--- src/rtl/move_seq_pkg.sv ---
// Shared types and default sizing for the move-command sequencer.
package move_seq_pkg;

    localparam int unsigned DEPTH_DEF    = 8;
    localparam int unsigned DIR_W_DEF    = 2;
    localparam int unsigned SPEED_W_DEF  = 8;
    localparam int unsigned DUR_W_DEF    = 16;
    localparam int unsigned PRESCALE_DEF = 1000;

    typedef enum logic [1:0] {
        IDLE = 2'd0,
        LOAD = 2'd1,
        RUN  = 2'd2,
        DONE = 2'd3
    } state_t;

    typedef struct packed {
        logic [DIR_W_DEF-1:0]   dir;
        logic [SPEED_W_DEF-1:0] speed;
        logic [DUR_W_DEF-1:0]   dur;
    } cmd_t;

endpackage

--- src/rtl/move_sequencer_if.sv ---
// CPU write path, playback control and motor/status outputs of the sequencer.
interface move_sequencer_if import move_seq_pkg::*; #(
    parameter int unsigned DEPTH   = DEPTH_DEF,
    parameter int unsigned DIR_W   = DIR_W_DEF,
    parameter int unsigned SPEED_W = SPEED_W_DEF,
    parameter int unsigned DUR_W   = DUR_W_DEF
);
    localparam int unsigned CNT_W = $clog2(DEPTH + 1);

    logic               wr_en;
    logic [DIR_W-1:0]   wr_dir;
    logic [SPEED_W-1:0] wr_speed;
    logic [DUR_W-1:0]   wr_dur;
    logic               start;
    logic               abort;
    logic [DIR_W-1:0]   motor_dir;
    logic [SPEED_W-1:0] motor_speed;
    logic               busy;
    logic               done;
    logic [CNT_W-1:0]   count;
    logic               full;
    logic               empty;
    logic               overflow;

    modport master (
        output wr_en, wr_dir, wr_speed, wr_dur, start, abort,
        input  motor_dir, motor_speed, busy, done, count, full, empty, overflow
    );

    modport slave (
        input  wr_en, wr_dir, wr_speed, wr_dur, start, abort,
        output motor_dir, motor_speed, busy, done, count, full, empty, overflow
    );

endinterface

--- src/rtl/move_fifo.sv ---
// Command queue: a push on a full queue is taken only when a pop frees a slot the same edge.
module move_fifo import move_seq_pkg::*; #(
    parameter  int unsigned DEPTH = DEPTH_DEF,
    parameter  int unsigned WIDTH = DIR_W_DEF + SPEED_W_DEF + DUR_W_DEF,
    localparam int unsigned CNT_W = $clog2(DEPTH + 1)
) (
    input  logic             clck,
    input  logic             reset,
    input  logic             flush,
    input  logic             push,
    input  logic             pop,
    input  logic [WIDTH-1:0] din,
    output logic [WIDTH-1:0] head,
    output logic [CNT_W-1:0] count,
    output logic             full,
    output logic             empty
);
    localparam int unsigned AW = (DEPTH > 1) ? $clog2(DEPTH) : 1;

    logic [WIDTH-1:0] mem [DEPTH];
    logic [AW-1:0]    wr_ptr;
    logic [AW-1:0]    rd_ptr;
    logic [CNT_W-1:0] count_q;
    logic             do_push;
    logic             do_pop;

    assign full    = (count_q == CNT_W'(DEPTH));
    assign empty   = (count_q == '0);
    assign do_pop  = pop && !empty;
    assign do_push = push && (!full || do_pop);

    // Power-of-two depth lets the pointers wrap by natural overflow.
    always_ff @(posedge clck) begin
        if (!reset || flush) begin
            wr_ptr  <= '0;
            rd_ptr  <= '0;
            count_q <= '0;
        end else begin
            if (do_push) wr_ptr <= wr_ptr + 1'b1;
            if (do_pop)  rd_ptr <= rd_ptr + 1'b1;
            case ({do_push, do_pop})
                2'b10:   count_q <= count_q + 1'b1;
                2'b01:   count_q <= count_q - 1'b1;
                default: count_q <= count_q;
            endcase
        end
    end

    always_ff @(posedge clck) begin
        if (reset && !flush && do_push) mem[wr_ptr] <= din;
    end

    assign head  = mem[rd_ptr];
    assign count = count_q;

endmodule

--- src/rtl/move_sequencer.sv ---
// Plays queued move commands back-to-back to the motor drive, each held for max(dur,1)*PRESCALE cycles.
module move_sequencer import move_seq_pkg::*; #(
    parameter int unsigned DEPTH    = DEPTH_DEF,
    parameter int unsigned DIR_W    = DIR_W_DEF,
    parameter int unsigned SPEED_W  = SPEED_W_DEF,
    parameter int unsigned DUR_W    = DUR_W_DEF,
    parameter int unsigned PRESCALE = PRESCALE_DEF
) (
    input logic             clck,
    input logic             reset,
    move_sequencer_if.slave bus
);
    localparam int unsigned CMD_W = DIR_W + SPEED_W + DUR_W;
    localparam int unsigned CNT_W = $clog2(DEPTH + 1);
    localparam int unsigned PRE_W = (PRESCALE > 1) ? $clog2(PRESCALE) : 1;
    localparam logic [PRE_W-1:0] PRE_LOAD = PRE_W'(PRESCALE - 1);

    state_t             state_q, state_d;
    logic               pop;
    logic               push;
    logic               move_end;
    logic [CMD_W-1:0]   head;
    logic [DIR_W-1:0]   head_dir;
    logic [SPEED_W-1:0] head_speed;
    logic [DUR_W-1:0]   head_dur;
    logic [CNT_W-1:0]   fifo_count;
    logic               fifo_full;
    logic               fifo_empty;

    logic [PRE_W-1:0]   pre_q, pre_d;
    logic [DUR_W-1:0]   dur_q, dur_d;
    logic [DIR_W-1:0]   dir_q, dir_d;
    logic [SPEED_W-1:0] speed_q, speed_d;
    logic               done_q, done_d;
    logic               busy_q, busy_d;
    logic               ovf_q, ovf_d;

    // abort flushes the queue and swallows any same-cycle write
    assign push = bus.wr_en && !bus.abort;

    move_fifo #(
        .DEPTH (DEPTH),
        .WIDTH (CMD_W)
    ) u_fifo (
        .clck  (clck),
        .reset (reset),
        .flush (bus.abort),
        .push  (push),
        .pop   (pop),
        .din   ({bus.wr_dir, bus.wr_speed, bus.wr_dur}),
        .head  (head),
        .count (fifo_count),
        .full  (fifo_full),
        .empty (fifo_empty)
    );

    assign head_dir   = head[CMD_W-1 -: DIR_W];
    assign head_speed = head[DUR_W +: SPEED_W];
    assign head_dur   = head[DUR_W-1:0];
    assign move_end   = (pre_q == '0) && (dur_q <= DUR_W'(1));

    always_ff @(posedge clck) begin
        if (!reset) state_q <= IDLE;
        else        state_q <= state_d;
    end

    // Next state and queue pop
    always_comb begin
        state_d = state_q;
        pop     = 1'b0;
        case (state_q)
            IDLE: if (bus.start && !fifo_empty) state_d = LOAD;
            LOAD: begin
                pop     = 1'b1;
                state_d = RUN;
            end
            RUN: if (move_end) begin
                if (!fifo_empty) pop = 1'b1;
                else             state_d = DONE;
            end
            DONE:    state_d = IDLE;
            default: state_d = IDLE;
        endcase
        if (bus.abort) begin
            state_d = IDLE;
            pop     = 1'b0;
        end
    end

    // Next values of the counters and registered outputs
    always_comb begin
        pre_d   = pre_q;
        dur_d   = dur_q;
        dir_d   = dir_q;
        speed_d = speed_q;
        if (pop) begin
            pre_d   = PRE_LOAD;
            dur_d   = (head_dur == '0) ? DUR_W'(1) : head_dur;
            dir_d   = head_dir;
            speed_d = head_speed;
        end else if (state_q == RUN) begin
            if (pre_q != '0) begin
                pre_d = pre_q - 1'b1;
            end else if (dur_q > DUR_W'(1)) begin
                dur_d = dur_q - 1'b1;
                pre_d = PRE_LOAD;
            end
        end
        if (state_d != RUN) speed_d = '0;
        done_d = (state_d == DONE);
        busy_d = (state_d != IDLE);
        ovf_d  = ovf_q || (push && fifo_full && !pop);
    end

    always_ff @(posedge clck) begin
        if (!reset) begin
            pre_q   <= '0;
            dur_q   <= '0;
            dir_q   <= '0;
            speed_q <= '0;
            done_q  <= 1'b0;
            busy_q  <= 1'b0;
            ovf_q   <= 1'b0;
        end else begin
            pre_q   <= pre_d;
            dur_q   <= dur_d;
            dir_q   <= dir_d;
            speed_q <= speed_d;
            done_q  <= done_d;
            busy_q  <= busy_d;
            ovf_q   <= ovf_d;
        end
    end

    assign bus.motor_dir   = dir_q;
    assign bus.motor_speed = speed_q;
    assign bus.busy        = busy_q;
    assign bus.done        = done_q;
    assign bus.count       = fifo_count;
    assign bus.full        = fifo_full;
    assign bus.empty       = fifo_empty;
    assign bus.overflow    = ovf_q;

endmodule

--- src/flat_wrapper.sv ---
// flat-port wrapper written by rule: the top's interface ports become plain ports
module move_sequencer_flat import move_seq_pkg::*;
#(
    parameter int unsigned DEPTH    = DEPTH_DEF,
    parameter int unsigned DIR_W    = DIR_W_DEF,
    parameter int unsigned SPEED_W  = SPEED_W_DEF,
    parameter int unsigned DUR_W    = DUR_W_DEF,
    parameter int unsigned PRESCALE = PRESCALE_DEF
)
  (clck, reset, bus_wr_en, bus_wr_dir, bus_wr_speed, bus_wr_dur, bus_start, bus_abort, bus_motor_dir, bus_motor_speed, bus_busy, bus_done, bus_count, bus_full, bus_empty, bus_overflow);
  move_sequencer_if #(.DEPTH(DEPTH), .DIR_W(DIR_W), .SPEED_W(SPEED_W), .DUR_W(DUR_W)) bus_i ();
  input logic clck;
  input logic reset;
  input wire logic [$bits(bus_i.wr_en)-1:0] bus_wr_en;
  input wire logic [$bits(bus_i.wr_dir)-1:0] bus_wr_dir;
  input wire logic [$bits(bus_i.wr_speed)-1:0] bus_wr_speed;
  input wire logic [$bits(bus_i.wr_dur)-1:0] bus_wr_dur;
  input wire logic [$bits(bus_i.start)-1:0] bus_start;
  input wire logic [$bits(bus_i.abort)-1:0] bus_abort;
  output wire logic [$bits(bus_i.motor_dir)-1:0] bus_motor_dir;
  output wire logic [$bits(bus_i.motor_speed)-1:0] bus_motor_speed;
  output wire logic [$bits(bus_i.busy)-1:0] bus_busy;
  output wire logic [$bits(bus_i.done)-1:0] bus_done;
  output wire logic [$bits(bus_i.count)-1:0] bus_count;
  output wire logic [$bits(bus_i.full)-1:0] bus_full;
  output wire logic [$bits(bus_i.empty)-1:0] bus_empty;
  output wire logic [$bits(bus_i.overflow)-1:0] bus_overflow;
  assign bus_i.wr_en = bus_wr_en;
  assign bus_i.wr_dir = bus_wr_dir;
  assign bus_i.wr_speed = bus_wr_speed;
  assign bus_i.wr_dur = bus_wr_dur;
  assign bus_i.start = bus_start;
  assign bus_i.abort = bus_abort;
  assign bus_motor_dir = bus_i.motor_dir;
  assign bus_motor_speed = bus_i.motor_speed;
  assign bus_busy = bus_i.busy;
  assign bus_done = bus_i.done;
  assign bus_count = bus_i.count;
  assign bus_full = bus_i.full;
  assign bus_empty = bus_i.empty;
  assign bus_overflow = bus_i.overflow;
  move_sequencer #(.DEPTH(DEPTH), .DIR_W(DIR_W), .SPEED_W(SPEED_W), .DUR_W(DUR_W), .PRESCALE(PRESCALE)) u_core (.clck(clck), .reset(reset), .bus(bus_i));
endmodule
--- config.mk ---
export PLATFORM = sky130hd
export DESIGN_NAME = move_sequencer_flat
export DESIGN_NICKNAME = d
export VERILOG_FILES = /design/src/rtl/move_seq_pkg.sv /design/src/rtl/move_sequencer_if.sv /design/src/rtl/move_fifo.sv /design/src/rtl/move_sequencer.sv /design/src/flat_wrapper.sv
export SDC_FILE = /design/constraint.sdc
export NUM_CORES = 1
export LEC_CHECK = 0
export ABC_AREA = 1
export CELL_PAD_IN_SITES_DETAIL_PLACEMENT = 1
export CELL_PAD_IN_SITES_GLOBAL_PLACEMENT = 1
export CORE_MARGIN = 2
export CORE_UTILIZATION = 30
export CTS_CLUSTER_DIAMETER = 30
export DETAILED_ROUTE_END_ITERATION = 8
export GPL_TIMING_DRIVEN = 0
export MAX_ROUTING_LAYER = met4
export PLACE_DENSITY = 0.5
export SLEW_MARGIN = 0
export SYNTH_ARGS = -nofsm -noshare
export SYNTH_HDL_FRONTEND = slang
export SYNTH_HIERARCHICAL = 1
export SYNTH_SLANG_ARGS = --single-unit
--- constraint.sdc ---
create_clock -name clck -period 13.3 [get_ports clck]
set_input_delay 2.66 -clock clck [delete_from_list [all_inputs] [get_ports clck]]
set_output_delay 2.66 -clock clck [all_outputs]
set_load 0.1 [all_outputs]
# After elaboration in Yosys (flattened, before gate mapping)
# Memories as Yosys holds them, arrays and structs flattened. A register that Yosys moved wholly into a read port is not among the register bits.
# Cells that the tools add are included.
# W data, S select, Z words.
# word_totals
reg_bits	51
latch_bits	0
ram_bits	208
mem_bits_ro	0
input_bits	31
output_inout_bits	19
elab_cells	87
memories	1
# classes
n_addsub	6
n_mul	0
n_div	0
n_lt_le_gt_ge	2
n_eq_ne	9
shift	0
n_mux	23
n_bitwise	1
reduce_logical	33
# mem_list
name	depth	word_bits	rd	rd_clocked_by_memory_dff	write_ports	line	rtl
u_core.u_fifo.mem	8	26	1	1	1	move_fifo.sv:20	logic [WIDTH-1:0] mem [DEPTH];
# ops
operator	n
$mux W16	5
$mux W10	4
$gt A16 B1 Y1 const B	1
$le A16 B1 Y1 const B	1
$logic_not A16 Y1	1
$sub A16 B1 Y16 const B	1
$logic_not A10 Y1	1
$reduce_bool A10 Y1	1
$reduce_bool A2 Y1	5
$sub A10 B1 Y10 const B	1
$logic_and A1 B1 Y1	9
$eq A2 B2 Y1 const B	4
$mux W2	4
$pmux W2 S4	1
$pmux W4 S2	1
$add A3 B1 Y3 const B	2
$mux W3	2
$logic_not A1 Y1	5
$mux W1	5
$add A4 B1 Y4 const B	1
$eq A2 B1 Y1 const B	2
$eq A4 B4 Y1 const B	1
$logic_not A4 Y1	1
$reduce_and A2 Y1	2
10 further kinds	13

# Logic depth before layout (Yosys ltp)
# logic_depth
depth_word	11
ltp_mapped	18
depth_no_buf	17

# Modules after synthesis
# Netlist, hierarchy kept.
# modules_own_cells
module	instances	cells_each	area_each_um2	seq_area_each_um2
move_fifo	1	627	8785.9	6506.2
move_sequencer	1	381	2568.7	820.8

# Worst setup path before layout
# Ideal clock, no wire load.
# synth_path
path_kind	in2reg
start	in bus_abort
end	mem u_core/u_fifo/mem[0][0] in the netlist's numbering, enable pin
setup_ps	442
arrival_time_ps	5688
t_required_ps	12858
setup_slack_ps	7171
stages	10
n_path_buf	1
cell_sequence	nor2_2 -> inv_1 -> a21oi_1 -> buf_4 -> inv_1 -> nand4_1 -> nand2_1 -> inv_1 -> nand2_1 -> nor3_1
# synth_via
elab_chain_len	7
word_cells_on_any_way	10
cone_classes	mux (3); reduce/logical (7)
# synth_rtl
item	line	rtl
start, declared	flat_wrapper.sv:19	input wire logic [$bits(bus_i.abort)-1:0] bus_abort;
$mux W1	move_sequencer.sv:84	if (bus.abort) begin
via u_core.pop	move_sequencer.sv:19	logic pop;
$logic_and A1 B1 Y1	move_fifo.sv:29	assign do_pop = pop && !empty;
$logic_or A1 B1 Y1	move_fifo.sv:30	assign do_push = push && (!full || do_pop);
$logic_and A1 B1 Y1	move_fifo.sv:30	
$logic_and A1 B1 Y1	move_fifo.sv:50	if (reset && !flush && do_push) mem[wr_ptr] <= din;
$mux W1	move_fifo.sv:50	
$mux W1 (implied by the code)	move_fifo.sv:50	
end, declared	move_fifo.sv:20	
# The timed path passes the listed nets, and every way through them passes these cells.

# Worst setup path after layout
# layout_path
start	in bus_abort
end	mem u_core/u_fifo/mem[6][10] in the netlist's numbering, enable pin
# Same word-level chain as after synthesis.

==> results <==
- The overall routed net length is 33400 um.
- The normalized max-slew margin is 34.1%.
- The detailed placement HPWL is 22200 um.
- The area inside the core boundary is 0.0375 mm2.
- After layout, the worst setup slack is about 7.4 ns.
- The average wire per cell in the routed design is about 20 um.
- By area the synthesized netlist is led by edfxtp_1, dfxtp_1, nand2_1, mux2i_1, nor2_1.
- The required time at the worst-slack endpoint is ~14 ns.
- In the synthesized netlist, the number of instances is 1008.
- The repair_antennas step left the layout with diodes totalling 0.
- The final setup TNS is 0 ns.
- The clock passes through at most 3 buffers.
- The worst hold-check path type is reg -> reg.
- By instance count, the leading cell after synthesis is edfxtp_1.
- The power density over the cells is 170 mW/mm2.
- The maximum number of pins on one net before global-route repair is 20.
- The clock root buffer master is clkbuf_16.
- The clock reaches the later pin of the worst-skew pair after ~0.57 ns.
- The end of the worst register-to-register path is u_core/u_fifo/mem[6][10]$_DFFE_PP_.
- The net count after synthesis is 1051.
- For this run, the slowest stage of the critical path takes 0.79 ns.
- Setup violations remaining at the end of the flow were counted as 0.
- After layout, the minimum clock period comes to 5.89 ns.
- The iteration count of the initial detailed-routing pass is 4.
- The cell class contributing the biggest share of worst-path delay is simple AND/OR/NAND/NOR gates.
- The first global-routing pass estimated 50900 um of wire.
- The biggest fanout along the worst timing path is 12.
- The netlist area before placement is 0.0114 mm2.
- The critical path in this run is classified as in -> reg.
- The terminating pin of the worst hold path is u_core/bus.overflow$_SDFF_PN0_.
- From left edge to right edge, the die measures 199 um.
- For this run, the top clock speed supported by timing is 170 MHz.
- The number of buffers added to fix hold violations after cts is 0.
- The layout overhead on the synthesized area is 32.7%.
- Summing all placed instances gives a cell area of 0.0128 mm2.
- The flow ran to the end, and the final reports show no timing, DRC or antenna violations.
- For this design the static power due to leakage is 5.56 nW.
- The total count of max-transition violations in the final report came to 0.
- The Yosys warning count is 6.
- In the routed design, unresolved DRC markers number 0.
- The overall die area is ~0.04 mm2.
- In this run the most critical hold path is launched from u_core/bus.overflow$_SDFF_PN0_.
- Setup repair after global routing left no endpoint under its margin.
- The count of nets left with antenna violations once routing finished came out at 0.
- Pin placement for this block handled 50 I/O pins.
- On the final layout, the worst clock skew is 0.0267 ns.
- The row count is between 70 and 80.
- Across the VDD grid, the largest voltage drop is 0.111 mV.
- The nature of the critical path startpoint is an input port.
- The critical path goes through clkdlybuf4s50_1, nor2_2, inv_1, a21oi_1, buf_4, inv_1, nand4_1, nand2_1, inv_1, nand2_1, nor3_2, buf_8, buf_6.
- Counting every sink on the clock net gives 262.
- The last weighted congestion value of the routability-driven placer is 0.783.
- The multi-input combinational cells in the finished layout cover a total of 0.00352 mm2.
- The count of cells resized by post-cts repair is 0.
- The depth of the worst hold-timing path is 2.
- At the pin with the least slew margin, the transition time is 0.984 ns.
- The part of the cycle the worst path needs is between 40% and 50%.
- CTS built an H-tree with a depth of 3.
- Buffers added to address setup during post-CTS repair amount to 0.
- The worst register-to-register path begins at u_core/state_q[0]$_SDFF_PN0_.
- The most frequent cell on the critical path is inv_1.
- The detailed router finished its first iteration with approximately 380 violations.
- The total design power is about 2.6 mW.
- TritonCTS built the clock tree.
- Cells with a size suffix above 1 make up 15.6% of the layout.
- Summing the sequential cell areas from Yosys gives 64.5% of the chip area.
- The endpoint type of the worst setup path is a register.
- The synthesized area divided by synthesized cell count is 11.3 um2.
- The largest total area in the synthesized netlist belongs to edfxtp_1.
- The initial cell density of the core is 30.3%.
- The storage element area is 0.00733 mm2.
- Global routing finished with a remaining overflow of 0.
- Counting both buffers and inverters, the worst setup path holds a total of 7.
- The synthesized flop and latch total is 262.
- The max-cap violation count is 0.
- The count of input and output buffers is 49.
- The final hold violation count is 0.
- The fraction of registers with async set or reset after synthesis is 0%.
- Among all stages on the critical path, the largest delay is contributed by nor3_2.
- Clock-pin slew was measured on the worst setup and hold paths at 0.04 ns.
- The via count of the first global-routing pass is 8400.
- Counting cells, the worst reg-to-reg path comes to 15.
- The top cell type by area accounts for 55.0% of the synthesized area.
- The final-layout fill cell count is approximately 4100.
- The finished cells cover around 0.015 mm2.
- The number of clock buffers inserted by TritonCTS is between 70 and 80.
- Counting flops with a built-in enable in the synthesized netlist gives 208.
- Sorting the synthesized cells by how often they occur yields edfxtp_1, nand2_1, nor2_1.
- The routed layout has 7957 vias.
- The die is about 200 um tall.
- The post-synthesis cell type count is 45.
- The setup slack of the most critical reg-to-reg path is 9.34 ns.
- For the worst setup path, the data arrival time is approximately 6 ns.
- For this run, the post-layout net count is 1189.
- In the routed layout, each cell is associated on average with a via count of 4.66.
- The final design utilization is 40.2%.
- The number of antenna violations at the first check in global routing is 0.
- At the placement stage, the worst setup path has a slack of around 6.8 ns.
- The all-layer global routing usage is 18.1%.
- The most common flop cell mapped by yosys is edfxtp_1.
-- layer usage --
metal | vias up | global-route usage, % | part of all wire, %
met5 | - | - | 0
met4 | 0 | 6.05 | 2.0
met3 | 66 | 3.80 | 3.9
met2 | 134 | 28.2 | 47
met1 | 3924 | 23.5 | 48
li1 | 3833 | - | -
-- cell families (layout without fill, tap and decap cells) --
kind of cell / count (synthesis) / count (layout) / synth area share [%]
multiplexers: 52 / 52 / 4.58
buffers and inverters: 103 / 290 / 4.88
flip-flops: 262 / 262 / 64.5
XOR/XNOR: 14 / 14 / 1.08
adder cells (fa/ha/maj): 12 / 12 / 1.39
AND/OR/NAND/NOR: 402 / 402 / 15.5
AO/OA/AOI/OAI: 163 / 163 / 8.03
-- worst max-delay path by stage --
stage	from	endpoint	cells past startpoint
3_5_place_dp	bus_abort	u_core/u_fifo/mem[6][11]$_DFFE_PP_	13
4_1_cts	bus_abort	u_core/u_fifo/mem[6][10]$_DFFE_PP_	13
6_report	bus_abort	u_core/u_fifo/mem[6][10]$_DFFE_PP_	13
2_1_floorplan	bus_abort	u_core/u_fifo/mem[0][0]$_DFFE_PP_	10
3_3_place_gp	bus_abort	u_core/u_fifo/mem[0][11]$_DFFE_PP_	11
5_1_grt	bus_abort	u_core/u_fifo/mem[6][10]$_DFFE_PP_	13
-- tightest hold or removal path, cell delays in order, from the launching register on --
cell and delay [ns]:
dfxtp_1 0.31, a31oi_1 0.04, nor2_1 0.07
-- where the power goes --
part / internal (mW) / leakage, nW / switching (mW)
clock network: 1.14 / 1.13 / 0.492
registers: 0.890 / 2.31 / 0.00150
logic: 0.0145 / 2.13 / 0.0298
-- flip-flops by register name, indices dropped and copies added, names as in the netlist, 2 cells and up, named ones only --
name and count:
u_core/dur_q 16, u_core/u_fifo/rd_ptr 3, u_core/bus.motor_dir 2, u_core/state_q 2, u_core/u_fifo/wr_ptr 3, u_core/pre_q 10, u_core/u_fifo/count 4, u_core/bus.motor_speed 8
u_core/u_fifo/mem 208
-- through the flow --
stage / cells / hold WS (ns)
finish: 1706 / 0.461
floorplan: 1008 / 0.433
global route: 1706 / 0.487
detailed placement: 1583 / 0.457
CTS: 1706 / 0.467
global placement: 1568 / 0.448
-- layout by cell type, fill, tap and decap left out, types with 3 or more instances in the layout --
cell type and n:
buf_4 3, nand3_1 38, nor2_1 116, ha_1 11, clkdlybuf4s50_1 49, o21ai_0 68, a31oi_1 3, o21ai_1 6
nand3_2 3, nand4_1 6, xor2_1 9, clkbuf_8 7, nor3_2 4, o22ai_1 52, dfxtp_1 54, bufinv_16 5
edfxtp_1 208, buf_2 17, clkbuf_1 23, inv_2 5, clkinv_1 12, mux2i_1 52, nor2_2 5, nand2_1 202
inv_1 54, a21oi_1 28, nor4_1 4, buf_6 15, xnor2_1 5, clkinv_2 7, clkbuf_16 74, buf_12 8
nand2_2 4, buf_8 3, nor2_4 8
-- area by class of cell --
class | instances | area share (%)
Clock buffer | 95 | 13.3
Buffer | 43 | 2.18
Clock inverter | 28 | 2.08
Inverter | 60 | 1.49
Timing Repair Buffer | 64 | 4.73
Tap cell | 511 | 4.24
Multi-Input combinational cell | 643 | 23.4
Sequential cell | 262 | 48.6
(Power assumes the default switching activity.)
